<file path="config.mk">
export PLATFORM = sky130hd
export DESIGN_NAME = cw_stream_scheduler
export DESIGN_NICKNAME = d
export VERILOG_FILES = /design/src/rtl/cw_stream_scheduler.sv
export SDC_FILE = /design/constraint.sdc
export NUM_CORES = 1
export LEC_CHECK = 0
export BUFFER_PORTS_ARGS = -buffer_cell sky130_fd_sc_hd__buf_4
export CORE_ASPECT_RATIO = 0.6
export CORE_MARGIN = 2
export CORE_UTILIZATION = 48
export CTS_CLUSTER_SIZE = 12
export DETAILED_ROUTE_END_ITERATION = 8
export GPL_TIMING_DRIVEN = 0
export PLACE_DENSITY = 0.72
export SYNTH_ARGS = -nofsm -noshare
export SYNTH_HDL_FRONTEND = slang
export SYNTH_SLANG_ARGS = --single-unit
</file>
<file path="constraint.sdc">
create_clock -name CLK -period 3.7 [get_ports CLK]
set_input_delay 0.555 -clock CLK [delete_from_list [all_inputs] [get_ports CLK]]
set_output_delay 0.555 -clock CLK [all_outputs]
set_load 0.01 [all_outputs]
</file>
<file path="src/rtl/cw_stream_scheduler.sv">
// cw_stream_scheduler: buffers variable-length codewords in a small FIFO, puts a
// frame-sync header in front of the first codeword of each frame, and
// serialises everything MSB first onto one bit lane under valid/ready.
// Optional zero-bit stuffing after seven ones in the payload is enabled by
// defining CW_STREAM_SCHEDULER_BIT_STUFF_EN.
module cw_stream_scheduler #(
    parameter int          FIFO_DEPTH = 8,
    parameter int          CW_W       = 16,
    parameter int          LEN_W      = 5,
    parameter logic [15:0] HDR_CODE   = 16'hFF00
) (
    input  logic             CLK,
    input  logic             RESET_N,
    input  logic [CW_W-1:0]  CW_IN,
    input  logic [LEN_W-1:0] CWL_IN,
    input  logic             VC_IN,
    input  logic             NEW_FRAME,
    output logic             OB,
    output logic             OB_VALID,
    input  logic             OB_READY,
    output logic             FIFO_FULL,
    output logic             OVERFLOW,
    output logic             BUSY
);
    localparam int AW    = $clog2(FIFO_DEPTH);
    localparam int ENT_W = 1 + CW_W + LEN_W;
    localparam int CNT_W = (CW_W > 16) ? $clog2(CW_W) : 4;
    localparam logic [CNT_W-1:0] HDR_TOP = CNT_W'(15);

    typedef enum logic [1:0] {IDLE, HEADER, DATA} state_t;

    logic [ENT_W-1:0] mem [FIFO_DEPTH];
    logic [AW:0]      wr_ptr, rd_ptr;
    logic             empty, full, push_req, push, pop, drop, pending, tag_in;
    logic [LEN_W-1:0] len_in;
    logic [ENT_W-1:0] head;
    logic             head_tag;
    logic [CW_W-1:0]  head_cw;
    logic [LEN_W-1:0] head_len;

    state_t           state, state_n;
    logic [CNT_W-1:0] cnt, cnt_n;
    logic [CW_W-1:0]  cur_word, cur_word_n;
    logic [LEN_W-1:0] cur_len, cur_len_n;
    logic             accept, load, adv, sel_bit, ob_n, obv_n;
`ifdef CW_STREAM_SCHEDULER_BIT_STUFF_EN
    logic             stuff, stuff_n;
    logic [2:0]       run, run_n;
`endif

    assign empty     = (wr_ptr == rd_ptr);
    assign full      = (wr_ptr[AW] != rd_ptr[AW]) && (wr_ptr[AW-1:0] == rd_ptr[AW-1:0]);
    assign push_req  = VC_IN && (CWL_IN != '0);
    assign push      = push_req && (!full || pop);
    assign drop      = push_req && full && !pop;
    assign tag_in    = pending || NEW_FRAME;
    assign len_in    = (CWL_IN > LEN_W'(CW_W)) ? LEN_W'(CW_W) : CWL_IN;
    assign head      = mem[rd_ptr[AW-1:0]];
    assign head_tag  = head[ENT_W-1];
    assign head_cw   = head[LEN_W +: CW_W];
    assign head_len  = head[LEN_W-1:0];
    assign accept    = OB_VALID && OB_READY;
    assign FIFO_FULL = full;
    assign BUSY      = (state != IDLE) || !empty;

    // Next-state, bit counter, held entry and the registered-output values
    always_comb begin
        state_n    = state;
        cnt_n      = cnt;
        cur_word_n = cur_word;
        cur_len_n  = cur_len;
        pop        = 1'b0;
        load       = 1'b0;
        adv        = 1'b0;
`ifdef CW_STREAM_SCHEDULER_BIT_STUFF_EN
        stuff_n    = stuff;
        run_n      = run;
`endif
        case (state)
            IDLE: load = !empty;
            HEADER: begin
                if (accept) begin
                    if (cnt == '0) begin
                        state_n = DATA;
                        cnt_n   = CNT_W'(cur_len - LEN_W'(1));
`ifdef CW_STREAM_SCHEDULER_BIT_STUFF_EN
                        run_n   = '0;
`endif
                    end else begin
                        cnt_n = cnt - CNT_W'(1);
                    end
                end
            end
            DATA: begin
                if (accept) begin
`ifdef CW_STREAM_SCHEDULER_BIT_STUFF_EN
                    // The stuffed zero keeps cnt on the bit that preceded it
                    if (stuff) begin
                        stuff_n = 1'b0;
                        run_n   = '0;
                        adv     = 1'b1;
                    end else if (cur_word[cnt]) begin
                        run_n = run + 3'd1;
                        if (run == 3'd6) stuff_n = 1'b1;
                        else             adv     = 1'b1;
                    end else begin
                        run_n = '0;
                        adv   = 1'b1;
                    end
`else
                    adv = 1'b1;
`endif
                end
            end
            default: state_n = IDLE;
        endcase

        if (adv) begin
            if (cnt == '0) begin
                if (!empty) load    = 1'b1;
                else        state_n = IDLE;
            end else begin
                cnt_n = cnt - CNT_W'(1);
            end
        end

        // Taking the head in the same edge that ends a codeword avoids bubbles
        if (load) begin
            pop        = 1'b1;
            cur_word_n = head_cw;
            cur_len_n  = head_len;
            if (head_tag) begin
                state_n = HEADER;
                cnt_n   = HDR_TOP;
`ifdef CW_STREAM_SCHEDULER_BIT_STUFF_EN
                run_n   = '0;
`endif
            end else begin
                state_n = DATA;
                cnt_n   = CNT_W'(head_len - LEN_W'(1));
            end
        end

        sel_bit = (state_n == HEADER) ? HDR_CODE[cnt_n] : cur_word_n[cnt_n];
`ifdef CW_STREAM_SCHEDULER_BIT_STUFF_EN
        ob_n    = (state_n != IDLE) && sel_bit && !stuff_n;
`else
        ob_n    = (state_n != IDLE) && sel_bit;
`endif
        obv_n   = (state_n != IDLE);
    end

    // Control state: FSM, pointers, flags and the registered output lane
    always_ff @(posedge CLK or negedge RESET_N) begin
        if (!RESET_N) begin
            state    <= IDLE;
            cnt      <= '0;
            wr_ptr   <= '0;
            rd_ptr   <= '0;
            OB       <= 1'b0;
            OB_VALID <= 1'b0;
            OVERFLOW <= 1'b0;
            pending  <= 1'b0;
`ifdef CW_STREAM_SCHEDULER_BIT_STUFF_EN
            stuff    <= 1'b0;
            run      <= '0;
`endif
        end else begin
            state    <= state_n;
            cnt      <= cnt_n;
            OB       <= ob_n;
            OB_VALID <= obv_n;
            if (push) wr_ptr <= wr_ptr + (AW+1)'(1);
            if (pop)  rd_ptr <= rd_ptr + (AW+1)'(1);
            if (drop) OVERFLOW <= 1'b1;
            if (push)           pending <= 1'b0;
            else if (NEW_FRAME) pending <= 1'b1;
`ifdef CW_STREAM_SCHEDULER_BIT_STUFF_EN
            stuff    <= stuff_n;
            run      <= run_n;
`endif
        end
    end

    // Datapath storage: FIFO entries and the codeword being serialised
    always_ff @(posedge CLK) begin
        if (push) mem[wr_ptr[AW-1:0]] <= {tag_in, CW_IN, len_in};
        cur_word <= cur_word_n;
        cur_len  <= cur_len_n;
    end
endmodule
</file>
==> flow_metrics.py <==
metrics = {
    "logic_synthesis": {
        "synth_edf_count": 172,
        "synth_flop_cell": "edfxtp_1",
        "synth_top_family_by_area": "multiplexers",
        "synth_compound_area_share_pct": 3.07,
        "syn_area_per_cell_um2": 18.9,
        "synth-seq-cells": 206,
        "netlist.top_cell.by_area": "edfxtp_1",
        "ys_types": 65,
        "synth-adder-area-share_pct": 0.734,
        "synth-xor-area-share_pct": 1.81,
        "muxShareOfSynthArea_pct": 16.7,
        "synthSimpleGateAreaFrac_pct": 5.29,
        "yosysWarningCount": 0,
        "synthCells": 450,
        "synthArstFlopShare_pct": 8.74,
        "synth.top_cell.area_share_pct": 60.6,
        "yosysSeqAreaShare_pct": 69.7,
        "synth_top_cells_by_area": "edfxtp_1 (61%), mux4_2 (9.8%), dfrtp_1 (5.3%), dfxtp_1 (3.8%), mux2_2 (2.2%)",
        "synth_fp_nets": 481,
        "synth_area_um2": 8520,
    },
    "layout": {
        "multi_input_area_um2": 2420,
        "drive_above_1_share_pct": 32.1,
        "fin_nets": 553,
        "diodes": 0,
        "syn2layout_area_growth_pct": 16.6,
        "fillerInstances": 1262,
        "ff_latch_area_um2": 5940,
    },
    "drt": {
        "drt-total-wl_um": 16800,
        "drt-pass1-iter-count": 5,
        "routed_via_density": 5.63,
        "post_drt_wl_per_cell_um": 21.8,
        "drc": 0,
        "ant_nets": 0,
        "drt_iter0_drc": 428,
        "vias": 4334,
    },
    "floorplan": {
        "dieArea_um2": 18900,
        "std_cell_rows": 37,
        "initial_core_util_pct": 49.3,
        "io_pins": 31,
        "core_area_um2": 17300,
        "chipHeight_um": 107,
        "fp.dieW_um": 176,
    },
    "power_and_ir_drop": {
        "p_leak_nw": 3.47,
        "p_int_mw": 5.71,
        "p_per_area_nw_per_um2": 848,
        "sw_frac_of_total_pct": 32.2,
        "p_sw_mw": 2.71,
        "pwr-share-seq_pct": 38.2,
        "p_clk_share_pct": 22.3,
        "combPwrFrac_pct": 39.5,
        "ir_drop_mv": 0.401,
    },
    "global_route": {
        "track_usage_pct": 18.3,
        "grt_overflow_total": 0,
        "antenna_found_initial": 0,
        "grt_pass1_wl_um": 25400,
        "grt_max_degree": 23,
        "grt_pass1_vias": 4409,
    },
    "critical_path": {
        "r2r-end": "OB",
        "cp_data_arrival_time_ns": 3.73,
        "endpoint_kind": "flop",
        "start_kind": "flop",
        "crit_type": "flop to flop",
        "r2r_slack_ns": 0.34,
        "rr_worst_depth": 11,
        "cp_max_fo": 19,
        "cp.required_ns": 4.07,
        "r2r_start": "rd_ptr[1]",
    },
    "clock_tree": {
        "path_clk_slew_ns": 0.06,
        "h-tree-depth": 1,
        "numCtsBuffers": 21,
        "insertion_delay_ns": 0.48,
        "cts_sinks": 206,
        "cts_tree": "done",
        "root_buffer": "clkbuf_16",
        "clockBufferDepth": 3,
    },
    "sta": {
        "final.setup_skew_ns": 0.00612,
        "rsz0062_at_grt": "false",
        "slew_headroom_pct": 39.8,
        "tightestPinTransition_ns": 0.894,
        "timing.final.crit_period_ns": 3.36,
        "clock.fmax_mhz": 298,
        "fin_crit_sh_pct": 90.7,
        "drv_slew": 0,
        "tns_ns": 0,
        "hold_violations": 0,
        "worst_hold_slack_ns": 0.302,
        "finalSetupViolations": 0,
    },
    "status": {
        "status": "complete, no violations",
    },
    "job": {
        "drv_cap": 0,
    },
    "placement": {
        "gp_congestion": 0.891,
        "io_buffers": 30,
        "hpwl_um": 11400,
    },
    "hold_path": {
        "worstHoldEndpoint": "mem[5][14]",
        "worstHoldStart": "CW_IN[9]",
        "worstHoldPathCells": 1,
        "hold_path.class": "input pin to flop",
    },
}
## synth_stat cells, types with 2 or more instances
master and n:
mux2_4 6, a21oi_1 4, mux2_1 6, buf_2 7
a31oi_1 5, xor2_1 5, nor3_1 3, buf_6 4
or3_1 2, edfxtp_1 172, inv_1 12, dfxtp_1 16
buf_4 2, o21ai_0 5, dfrtp_1 18, nand2b_1 4
and2_0 3, mux2_2 17, a21o_1 2, xnor2_1 7
nor2_1 9, a211oi_1 2, and2_1 2, mux2i_1 9
nor3b_1 4, o211ai_1 3, nand3_1 6, and3_1 2
xnor2_2 3, buf_12 2, ha_1 5, nand4_1 3
clkbuf_1 6, nor4b_1 2, nor2b_1 10, mux4_2 37
mux4_1 5, nand2_1 13
## through the flow
step / util (%) / cells / worst slack [ns] / total power [mW] / area, um^2
after floorplan: - / 450 / -0.102 / 5.63 / 8520
after global placement: 52.3 / 714 / -2.11 / 6.35 / 9040
after detailed placement: 53.4 / 727 / -0.0404 / 6.53 / 9220
after CTS: 56.9 / 764 / 0.0259 / 8.45 / 9830
after global routing: 57.5 / 770 / 0.134 / 8.84 / 9930
final: 57.5 / 770 / 0.344 / 8.42 / 9930
## worst max path at each step
stage               from          to  cells past startpoint
2_1_floorplan     cnt[0]   mem[1][0]                      8
3_3_place_gp      cnt[0]  mem[6][18]                      8
3_5_place_dp   rd_ptr[1]          OB                     12
4_1_cts           cnt[0]  mem[0][14]                     10
5_1_grt           cnt[0]   mem[5][8]                      9
6_report       rd_ptr[1]          OB                     11
## power by group through the flow
| stage | Combinational, mW | Clock (mW) | Sequential [mW] |
|---|---|---|---|
| detailed placement | 3.27 | 0 | 3.26 |
| global placement | 3.09 | 0 | 3.26 |
| finish | 3.32 | 1.88 | 3.21 |
| floorplan | 2.40 | 0 | 3.23 |
| global route | 3.57 | 2.02 | 3.25 |
| CTS | 3.29 | 1.93 | 3.22 |
## flip-flops by register name (all words and copies together) (netlist names)
| name | count |
|---|---|
| OB_VALID | 1 |
| rd_ptr | 4 |
| pending | 1 |
| mem | 168 |
| state | 2 |
| cur_word | 16 |
| OVERFLOW | 1 |
| wr_ptr | 4 |
| OB | 1 |
| cnt | 4 |
| cur_len | 4 |
## cells in the final DEF, fill, tap and decap left out, types with 4 or more instances in the layout
master     netlist  routed
mux4_1           5       5
mux2_4           6       6
mux2_2          17      17
xor2_1           5       5
a31oi_1          5       5
xnor2_1          7       7
edfxtp_1       172     172
buf_6            4      15
inv_1           12      12
o21ai_0          5       5
clkbuf_1         6      19
mux2_1           6       6
clkbuf_16        0      21
mux4_2          37      37
buf_12           2       4
dfxtp_1         16      16
mux2i_1          9       9
nand2b_1         4       4
nor2b_1         10       9
dfrtp_1         18      18
nor3b_4          1       4
ha_1             5       5
a21oi_1          4       4
nor2_1           9       7
nand2_1         13      13
nand3_1          6       6
buf_2            7       6
buf_4            2      39
## cell families (layout without fill, tap and decap cells)
| group | Yosys count | in the layout |
|---|---|---|
| AO/OA/AOI/OAI | 34 | 34 |
| XOR/XNOR | 15 | 15 |
| adder cells (fa/ha/maj) | 5 | 5 |
| buffers and inverters | 36 | 122 |
| flip-flops | 206 | 206 |
| multiplexers | 81 | 81 |
| AND/OR/NAND/NOR | 73 | 73 |
## layout make-up
type,instances,share of cell area [%]
buffer,20,1.55
clock buffer,36,5.96
clock inverter,1,0.0504
inverter,13,0.617
multi-input combinational,208,24.4
sequential,206,59.8
tap,234,2.95
timing repair buffer,52,4.70
## layer usage
metal	global-route usage, %	up-vias	routed length, um
met3	3.37	23	956
met5	0	-	0
li1	-	1943	-
met2	29.2	130	7850
met1	27.0	2238	7780
met4	3.01	0	209
## worst max-delay path: stages (launching register included)
cell	delay, ns
dfrtp_1	0.36
buf_4	0.22
buf_2	0.49
mux4_2	0.39
mux2i_1	0.33
ha_1	0.23
xor2_1	0.07
a22oi_2	0.30
nand3_1	0.15
o32ai_1	0.32
o31ai_1	0.14
o211a_1	0.24
## what timing repair did
action                     CTS  global route
setup buffers                0             8
cloned                       0             0
resized for setup            1             4
setup endpoints to repair    7            97
hold buffers                 1             0
pin swaps                    0             3
hold endpoints to repair    18             0
Power figures use the tool's default switching activity.
